**config.mk**
```make
export PLATFORM = sky130hd
export DESIGN_NAME = control_multi_rv32i_flat
export DESIGN_NICKNAME = d
export VERILOG_FILES = /design/src/rtl/control_multi_rv32i_if.sv /design/src/rtl/control_multi_rv32i.sv /design/src/flat_wrapper.sv
export SDC_FILE = /design/constraint.sdc
export NUM_CORES = 1
export LEC_CHECK = 0
export ABC_AREA = 1
export CAP_MARGIN = 10
export CORE_UTILIZATION = 43
export DETAILED_ROUTE_END_ITERATION = 6
export PLACE_DENSITY = 0.85
export SETUP_SLACK_MARGIN = 0.5
export SLEW_MARGIN = 10
export SYNTH_ARGS = -nofsm -noshare
export SYNTH_HDL_FRONTEND = slang
export SYNTH_SLANG_ARGS = --single-unit
```
**constraint.sdc**
```tcl
create_clock -name iCLK -period 7 [get_ports iCLK]
set_clock_uncertainty 0.2 [all_clocks]
set_input_delay 1.4 -clock iCLK [delete_from_list [all_inputs] [get_ports iCLK]]
set_output_delay 1.4 -clock iCLK [all_outputs]
set_load 0.01 [all_outputs]
```
**src/rtl/control_multi_rv32i_if.sv**
```systemverilog
// Control-unit bus: instruction/memory-ready inputs plus every datapath strobe and mux select.
interface control_multi_rv32i_if;
  logic [31:0] iInstr;
  logic        iMemReady;
  logic        oEscreveIR;
  logic        oEscrevePC;
  logic        oEscrevePCCond;
  logic        oEscrevePCBack;
  logic [1:0]  oOrigAULA;
  logic [1:0]  oOrigBULA;
  logic [1:0]  oMem2Reg;
  logic [1:0]  oOrigPC;
  logic        oIouD;
  logic        oRegWrite;
  logic        oMemRead;
  logic        oMemWrite;
  logic [4:0]  oALUControl;
  logic        oHalt;
  logic [4:0]  oState;
  logic [31:0] oRetired;

  // Control unit side: consumes IR and ready, drives the datapath controls.
  modport master (
    input  iInstr, iMemReady,
    output oEscreveIR, oEscrevePC, oEscrevePCCond, oEscrevePCBack,
    output oOrigAULA, oOrigBULA, oMem2Reg, oOrigPC, oIouD,
    output oRegWrite, oMemRead, oMemWrite, oALUControl,
    output oHalt, oState, oRetired
  );

  // Datapath side.
  modport slave (
    output iInstr, iMemReady,
    input  oEscreveIR, oEscrevePC, oEscrevePCCond, oEscrevePCBack,
    input  oOrigAULA, oOrigBULA, oMem2Reg, oOrigPC, oIouD,
    input  oRegWrite, oMemRead, oMemWrite, oALUControl,
    input  oHalt, oState, oRetired
  );
endinterface

```
**src/rtl/control_multi_rv32i.sv**
```systemverilog
// Multicycle RV32I control unit: fetch/decode/execute/memory/writeback FSM with
// memory-ready stalls, sticky halt on unsupported opcodes and a retired-instruction counter.
module control_multi_rv32i #(
  parameter bit WAITMEM = 1'b1
) (
  input logic                   iCLK,
  input logic                   iRST,
  control_multi_rv32i_if.master bus
);

  // ALU operation codes shared with the datapath ALU.
  localparam logic [4:0] OPAND  = 5'd0;
  localparam logic [4:0] OPOR   = 5'd1;
  localparam logic [4:0] OPXOR  = 5'd2;
  localparam logic [4:0] OPADD  = 5'd3;
  localparam logic [4:0] OPSUB  = 5'd4;
  localparam logic [4:0] OPSLT  = 5'd5;
  localparam logic [4:0] OPSLTU = 5'd6;
  localparam logic [4:0] OPSLL  = 5'd7;
  localparam logic [4:0] OPSRL  = 5'd8;
  localparam logic [4:0] OPSRA  = 5'd9;

  localparam logic [6:0] OpcLoad   = 7'b0000011;
  localparam logic [6:0] OpcStore  = 7'b0100011;
  localparam logic [6:0] OpcRType  = 7'b0110011;
  localparam logic [6:0] OpcIType  = 7'b0010011;
  localparam logic [6:0] OpcBranch = 7'b1100011;
  localparam logic [6:0] OpcJal    = 7'b1101111;
  localparam logic [6:0] OpcJalr   = 7'b1100111;
  localparam logic [6:0] OpcLui    = 7'b0110111;
  localparam logic [6:0] OpcAuipc  = 7'b0010111;

  typedef enum logic [4:0] {
    StFetch    = 5'd0,
    StDecode   = 5'd1,
    StMemAddr  = 5'd2,
    StLoadMem  = 5'd3,
    StLoadWb   = 5'd4,
    StStoreMem = 5'd5,
    StRExe     = 5'd6,
    StIExe     = 5'd7,
    StAluWb    = 5'd8,
    StBranch   = 5'd9,
    StJal      = 5'd10,
    StJalr     = 5'd11,
    StLui      = 5'd12,
    StAuipc    = 5'd13,
    StHalt     = 5'd14
  } state_e;

  state_e      stateQ, stateD;
  logic [31:0] retiredQ, retiredD;
  logic        retire;
  logic        memReady;

  logic [6:0]  opcode;
  logic [2:0]  funct3;
  logic [6:0]  funct7;

  logic        escreveIR, escrevePC, escrevePCCond, escrevePCBack;
  logic [1:0]  origA, origB, mem2Reg, origPC;
  logic        iouD, regWrite, memRead, memWrite;
  logic [4:0]  aluControl;

  assign opcode   = bus.iInstr[6:0];
  assign funct3   = bus.iInstr[14:12];
  assign funct7   = bus.iInstr[31:25];
  assign memReady = WAITMEM ? bus.iMemReady : 1'b1;

  // funct3 -> ALU op; alt selects SUB/SRA (instruction bit 30).
  function automatic logic [4:0] aluDecode(input logic [2:0] f3, input logic alt);
    logic [4:0] op;
    unique case (f3)
      3'b000:  op = alt ? OPSUB : OPADD;
      3'b001:  op = OPSLL;
      3'b010:  op = OPSLT;
      3'b011:  op = OPSLTU;
      3'b100:  op = OPXOR;
      3'b101:  op = alt ? OPSRA : OPSRL;
      3'b110:  op = OPOR;
      default: op = OPAND;
    endcase
    return op;
  endfunction

  // State register and retired counter.
  always_ff @(posedge iCLK or posedge iRST) begin
    if (iRST) begin
      stateQ   <= StFetch;
      retiredQ <= 32'd0;
    end else begin
      stateQ   <= stateD;
      retiredQ <= retiredD;
    end
  end

  // Next-state decode and per-state control outputs.
  always_comb begin
    stateD        = stateQ;
    retire        = 1'b0;
    escreveIR     = 1'b0;
    escrevePC     = 1'b0;
    escrevePCCond = 1'b0;
    escrevePCBack = 1'b0;
    origA         = 2'b00;
    origB         = 2'b00;
    mem2Reg       = 2'b00;
    origPC        = 2'b00;
    iouD          = 1'b0;
    regWrite      = 1'b0;
    memRead       = 1'b0;
    memWrite      = 1'b0;
    aluControl    = 5'd0;

    unique case (stateQ)
      StFetch: begin
        memRead    = 1'b1;
        origA      = 2'b01;
        origB      = 2'b01;
        aluControl = OPADD;
        if (memReady) begin
          escreveIR     = 1'b1;
          escrevePC     = 1'b1;
          escrevePCBack = 1'b1;
          stateD        = StDecode;
        end
      end
      StDecode: begin
        // ALUOut captures PCBack + Imm as the branch/JAL target.
        origA      = 2'b10;
        origB      = 2'b10;
        aluControl = OPADD;
        unique case (opcode)
          OpcLoad, OpcStore: stateD = StMemAddr;
          OpcRType:          stateD = StRExe;
          OpcIType:          stateD = StIExe;
          OpcBranch:         stateD = StBranch;
          OpcJal:            stateD = StJal;
          OpcJalr:           stateD = StJalr;
          OpcLui:            stateD = StLui;
          OpcAuipc:          stateD = StAuipc;
          default:           stateD = StHalt;
        endcase
      end
      StMemAddr: begin
        origB      = 2'b10;
        aluControl = OPADD;
        stateD     = opcode[5] ? StStoreMem : StLoadMem;
      end
      StLoadMem: begin
        iouD    = 1'b1;
        memRead = 1'b1;
        // MDR latches every cycle, so writeback must follow the ready cycle directly.
        if (memReady) stateD = StLoadWb;
      end
      StLoadWb: begin
        mem2Reg  = 2'b10;
        regWrite = 1'b1;
        retire   = 1'b1;
        stateD   = StFetch;
      end
      StStoreMem: begin
        iouD     = 1'b1;
        memWrite = 1'b1;
        if (memReady) begin
          retire = 1'b1;
          stateD = StFetch;
        end
      end
      StRExe: begin
        aluControl = aluDecode(funct3, funct7[5]);
        if (funct7 != 7'b0000000 && funct7 != 7'b0100000) stateD = StHalt;
        else stateD = StAluWb;
      end
      StIExe: begin
        origB      = 2'b10;
        // Bit 30 is immediate data except for SRAI.
        aluControl = aluDecode(funct3, (funct3 == 3'b101) && funct7[5]);
        stateD     = StAluWb;
      end
      StLui: begin
        origA      = 2'b11;
        origB      = 2'b10;
        aluControl = OPADD;
        stateD     = StAluWb;
      end
      StAuipc: begin
        origA      = 2'b10;
        origB      = 2'b10;
        aluControl = OPADD;
        stateD     = StAluWb;
      end
      StAluWb: begin
        regWrite = 1'b1;
        retire   = 1'b1;
        stateD   = StFetch;
      end
      StBranch: begin
        aluControl    = OPSUB;
        escrevePCCond = 1'b1;
        origPC        = 2'b01;
        retire        = 1'b1;
        stateD        = StFetch;
      end
      StJal: begin
        mem2Reg   = 2'b01;
        regWrite  = 1'b1;
        escrevePC = 1'b1;
        origPC    = 2'b01;
        retire    = 1'b1;
        stateD    = StFetch;
      end
      StJalr: begin
        // rd gets PC (already PC+4); A was latched in DECODE so rs1==rd is safe.
        origB      = 2'b10;
        aluControl = OPADD;
        origPC     = 2'b10;
        escrevePC  = 1'b1;
        mem2Reg    = 2'b01;
        regWrite   = 1'b1;
        retire     = 1'b1;
        stateD     = StFetch;
      end
      StHalt: begin
        stateD = StHalt;
      end
      default: begin
        stateD = StHalt;
      end
    endcase

    retiredD = retiredQ + {31'd0, retire};
  end

  // Reset forces every output low, including in-flight memory strobes.
  assign bus.oEscreveIR     = escreveIR & ~iRST;
  assign bus.oEscrevePC     = escrevePC & ~iRST;
  assign bus.oEscrevePCCond = escrevePCCond & ~iRST;
  assign bus.oEscrevePCBack = escrevePCBack & ~iRST;
  assign bus.oOrigAULA      = iRST ? 2'b00 : origA;
  assign bus.oOrigBULA      = iRST ? 2'b00 : origB;
  assign bus.oMem2Reg       = iRST ? 2'b00 : mem2Reg;
  assign bus.oOrigPC        = iRST ? 2'b00 : origPC;
  assign bus.oIouD          = iouD & ~iRST;
  assign bus.oRegWrite      = regWrite & ~iRST;
  assign bus.oMemRead       = memRead & ~iRST;
  assign bus.oMemWrite      = memWrite & ~iRST;
  assign bus.oALUControl    = iRST ? 5'd0 : aluControl;
  assign bus.oHalt          = (stateQ == StHalt) & ~iRST;
  assign bus.oState         = iRST ? 5'd0 : stateQ;
  assign bus.oRetired       = iRST ? 32'd0 : retiredQ;

endmodule

```
**src/flat_wrapper.sv**
```systemverilog
// flat-port wrapper written by rule: the top's interface ports become plain ports
module control_multi_rv32i_flat 
#(
  parameter bit WAITMEM = 1'b1
)
  (iCLK, iRST, bus_iInstr, bus_iMemReady, bus_oEscreveIR, bus_oEscrevePC, bus_oEscrevePCCond, bus_oEscrevePCBack, bus_oOrigAULA, bus_oOrigBULA, bus_oMem2Reg, bus_oOrigPC, bus_oIouD, bus_oRegWrite, bus_oMemRead, bus_oMemWrite, bus_oALUControl, bus_oHalt, bus_oState, bus_oRetired);
  control_multi_rv32i_if bus_i ();
  input logic iCLK;
  input logic iRST;
  input wire logic [$bits(bus_i.iInstr)-1:0] bus_iInstr;
  input wire logic [$bits(bus_i.iMemReady)-1:0] bus_iMemReady;
  output wire logic [$bits(bus_i.oEscreveIR)-1:0] bus_oEscreveIR;
  output wire logic [$bits(bus_i.oEscrevePC)-1:0] bus_oEscrevePC;
  output wire logic [$bits(bus_i.oEscrevePCCond)-1:0] bus_oEscrevePCCond;
  output wire logic [$bits(bus_i.oEscrevePCBack)-1:0] bus_oEscrevePCBack;
  output wire logic [$bits(bus_i.oOrigAULA)-1:0] bus_oOrigAULA;
  output wire logic [$bits(bus_i.oOrigBULA)-1:0] bus_oOrigBULA;
  output wire logic [$bits(bus_i.oMem2Reg)-1:0] bus_oMem2Reg;
  output wire logic [$bits(bus_i.oOrigPC)-1:0] bus_oOrigPC;
  output wire logic [$bits(bus_i.oIouD)-1:0] bus_oIouD;
  output wire logic [$bits(bus_i.oRegWrite)-1:0] bus_oRegWrite;
  output wire logic [$bits(bus_i.oMemRead)-1:0] bus_oMemRead;
  output wire logic [$bits(bus_i.oMemWrite)-1:0] bus_oMemWrite;
  output wire logic [$bits(bus_i.oALUControl)-1:0] bus_oALUControl;
  output wire logic [$bits(bus_i.oHalt)-1:0] bus_oHalt;
  output wire logic [$bits(bus_i.oState)-1:0] bus_oState;
  output wire logic [$bits(bus_i.oRetired)-1:0] bus_oRetired;
  assign bus_i.iInstr = bus_iInstr;
  assign bus_i.iMemReady = bus_iMemReady;
  assign bus_oEscreveIR = bus_i.oEscreveIR;
  assign bus_oEscrevePC = bus_i.oEscrevePC;
  assign bus_oEscrevePCCond = bus_i.oEscrevePCCond;
  assign bus_oEscrevePCBack = bus_i.oEscrevePCBack;
  assign bus_oOrigAULA = bus_i.oOrigAULA;
  assign bus_oOrigBULA = bus_i.oOrigBULA;
  assign bus_oMem2Reg = bus_i.oMem2Reg;
  assign bus_oOrigPC = bus_i.oOrigPC;
  assign bus_oIouD = bus_i.oIouD;
  assign bus_oRegWrite = bus_i.oRegWrite;
  assign bus_oMemRead = bus_i.oMemRead;
  assign bus_oMemWrite = bus_i.oMemWrite;
  assign bus_oALUControl = bus_i.oALUControl;
  assign bus_oHalt = bus_i.oHalt;
  assign bus_oState = bus_i.oState;
  assign bus_oRetired = bus_i.oRetired;
  control_multi_rv32i #(.WAITMEM(WAITMEM)) u_core (.iCLK(iCLK), .iRST(iRST), .bus(bus_i));
endmodule
```
==> impl_metrics.toml <==
[status]
status = "finished, final reports clean"

[min_path]
worstHoldPathType = "register to register"
min_path_cells = 2

[cells_and_area]
filler_cell_count = 570
flow.area_growth_from_synthesis_pct = 35.20
numnets_final = 529
multi_input_comb_area_um2 = 1471
antenna_cells = 0
finish.cell_count_without_fillers = 568
final-seq-area_um2 = 900.9
drive_above_1_share = 0.06085
post-route-util = 0.6044

[sta]
finalHoldViolCount = 0
slew_violations = 0
final_period_minus_worst_setup_slack_ns = 4.861
period_share = 0.6944
max-slew-margin-rel = 0.4166
timing.final.setup_violations = 0
max_freq_mhz = 205.7
timing.setup.tns_ns = 0
worstMarginPinSlew_ns = 0.8751
rsz_0062_raised_after_global_routing = "no"

[global_route]
grt_use_met2 = 0.4059
globalRoute.totalOverflow = 0
global_route.usage.met3 = 0.04205
grt_antenna_before_repair = 0
track_usage = 0.2349
grt_util_met1 = 0.2845
grt_pass1_vias = 2752
grt_pass1_wl_um = 11780
largest_net_degree_at_the_start_of_global_routing = 53
busiest_layer = "met2"

[route]
drt_first_pass_iters = 5
post-route-drc-count = 0
drt-initial-drc-count = 158
wl_per_cell_um = 12.45
detail_route.wirelength_um = 7069
avgViaCountPerCell = 5.033
antenna_violating_nets_left = 0
route.vias.total = 2859

[power_and_ir_drop]
cellInternalPower_uw = 544.4
part_of_the_power_in_registers = 0.319
pwr-share-clk = 0.224
power_per_cell_area_nw_per_um2 = 250.1
power.share.combinational = 0.457
design_power_total_uw = 900.2
net-switching-power_uw = 355.8
switching_fraction_of_total_power = 0.3953
p_leak_nw = 1.679
vdd_ir_drop_max_mv = 0.1410

[placed_design]
post_dp_hpwl_um = 5488
routabilityCongestion = 0.9113
io_buffers = 76
instance_count_after_placement_with_tap_cells_included = 560

[die]
die_footprint_um2 = 6511
fp.dieW_um = 80.69
boundary_pins = 94
core-area_um2 = 5956
floorplan.rows = 28
chipHeight_um = 80.69
initial_core_util = 0.4471

[logic_synthesis]
register_area_share_after_synthesis = 0.3383
synth_mux_area_frac = 0
syn_avg_cell_area_um2 = 6.385
ys_types = 30
ys.warnings.count = 0
synth_xor_xnor_area_share = 0.07237
synth_top_family_by_area = "simple AND/OR/NAND/NOR gates"
ys_seq_elements = 36
post_synth_and_or_nand_nor_area_fraction = 0.4243
synth_compound_gate_area_share = 0.04370
synth_fa_ha_area_frac = 0.009398
synth_area_um2 = 2663
syn-instance-count = 417

[setup_path]
timing.critical_path.to_type = "primary output"
largest_driver_fanout_on_the_critical_path = 5
worstPathRequired_ns = 5.40
worstSetupStartpointType = "primary input"
r2r_cells = 13
data_arrival_time_of_the_critical_path_ns = 3.26
path_class = "primary input to primary output"

[clock_network]
cts-root-buf = "sky130_fd_sc_hd__clkbuf_8"
clk_pin_slew_worst_paths_ns = 0.07
count_of_clock_tree_sinks = 36
worstSkewPairLatency_ns = 0.29
postCtsHoldBufs = 0
cts_setup_buffers = 0
htree_levels = 2
cells_resized_by_post_cts_repair = 0
cts-root-to-sink-buffers = 2
cts_buffers = 5
clock_tree_from_tritoncts = "yes"

[run]
timing.max_cap.violations = 0
## layout by cell type, fill, tap and decap left out
cell	n
sky130_fd_sc_hd__a21oi_1	8
sky130_fd_sc_hd__nor3_4	1
sky130_fd_sc_hd__nor2_2	4
sky130_fd_sc_hd__o211ai_1	3
sky130_fd_sc_hd__a22oi_1	1
sky130_fd_sc_hd__nor3_1	14
sky130_fd_sc_hd__inv_2	4
sky130_fd_sc_hd__nor3_2	2
sky130_fd_sc_hd__nor2_1	100
sky130_fd_sc_hd__nand4_1	5
sky130_fd_sc_hd__conb_1	2
sky130_fd_sc_hd__inv_1	61
sky130_fd_sc_hd__ha_1	2
sky130_fd_sc_hd__xor2_1	22
sky130_fd_sc_hd__nand3_1	28
sky130_fd_sc_hd__o22ai_1	1
sky130_fd_sc_hd__clkdlybuf4s50_1	75
sky130_fd_sc_hd__nand2_2	3
sky130_fd_sc_hd__dfrtp_1	36
sky130_fd_sc_hd__clkbuf_8	7
sky130_fd_sc_hd__o21ai_1	2
sky130_fd_sc_hd__nand2_4	1
sky130_fd_sc_hd__buf_4	1
sky130_fd_sc_hd__nor2_4	3
sky130_fd_sc_hd__buf_2	1
sky130_fd_sc_hd__o21ai_0	6
sky130_fd_sc_hd__nor4_1	2
sky130_fd_sc_hd__and2_1	1
sky130_fd_sc_hd__nand3_2	1
sky130_fd_sc_hd__bufinv_16	1
sky130_fd_sc_hd__or2_2	1
sky130_fd_sc_hd__nand2_1	94
## flip-flops by register name, indices dropped and copies added, names as in the netlist
register and flops:
u_core.stateQ 4, u_core.retiredQ 32
## power by group through the flow
stage | Clock [mW] | Combinational [mW] | Sequential, mW
finish | 0.201 | 0.412 | 0.287
global route | 0.212 | 0.455 | 0.294
CTS | 0.205 | 0.410 | 0.286
detailed placement | 0 | 0.407 | 0.289
global placement | 0 | 0.403 | 0.286
floorplan | 0 | 0.260 | 0.276
## logic make-up after synthesis
family / count (synthesis)
compound gates: 21
buf+inv: 75
fa+ha+maj: 2
simple gates: 260
other cells: 1
xor+xnor: 22
flops: 36
## cells in the mapped netlist, drive strengths merged
library cell / instances / share of area
o21ai: 8 / 0.015
dfrtp: 36 / 0.34
clkbuf: 7 / 0.010
nor3: 17 / 0.040
nand2: 98 / 0.14
and2: 1 / 0.0024
conb: 1 / 0.0014
nor4: 2 / 0.0047
nand4: 5 / 0.012
o211ai: 3 / 0.0085
nand3: 29 / 0.056
nor2: 107 / 0.16
or2: 1 / 0.0024
xor2: 22 / 0.072
ha: 2 / 0.0094
inv: 65 / 0.092
a21oi: 8 / 0.015
buf: 3 / 0.0085
a22oi: 1 / 0.0028
o22ai: 1 / 0.0024
## metrics by stage
stage          hold slack [ns]  area [um2]  setup WS [ns]
4_1_cts                 0.2758        3600          2.159
2_1_floorplan           0.2412        2666          2.597
5_1_grt                 0.3060        3600          2.050
3_3_place_gp            0.2555        3473          2.228
3_5_place_dp            0.2585        3473          2.170
6_report                0.2752        3600          2.139
## cell type report
class / count / area share
Clock buffer: 7 / 0.02676
Clock inverter: 1 / 0.008342
Inverter: 65 / 0.06778
Multi-Input combinational cell: 307 / 0.4088
Sequential cell: 36 / 0.2503
Tap cell: 75 / 0.02607
Timing Repair Buffer: 77 / 0.2120
## layer usage
layer  vias to the layer above  share of wire
met5                         -              0
met4                         0          0.025
met2                       136           0.47
met1                      1282           0.43
li1                       1425              -
met3                        16          0.068
## worst max-delay path, stage by stage
cell and delay [ns]:
sky130_fd_sc_hd__clkdlybuf4s50_1 0.56, sky130_fd_sc_hd__nand2_1 0.09, sky130_fd_sc_hd__or2_2 0.29, sky130_fd_sc_hd__o22ai_1 0.12, sky130_fd_sc_hd__nand2_1 0.08, sky130_fd_sc_hd__nand3_1 0.07, sky130_fd_sc_hd__nand2_1 0.06, sky130_fd_sc_hd__inv_1 0.06
sky130_fd_sc_hd__clkdlybuf4s50_1 0.53
## path summary, 6_finish.rpt
path / from / endpoint / slack (ns)
setup / recovery: bus_iInstr[12] / bus_oALUControl[0] / 2.14
hold / removal: u_core.retiredQ[30] / u_core.retiredQ[30] / 0.28
setup reg to reg: u_core.stateQ[3] / u_core.retiredQ[20] / 4.00
hold reg to reg: u_core.retiredQ[30] / u_core.retiredQ[30] / 0.28
max in group asynchronous: iRST / u_core.retiredQ[29] / 4.75
min in group asynchronous: iRST / u_core.retiredQ[3] / 1.54
Note: power is estimated with default switching activity, not from simulation.
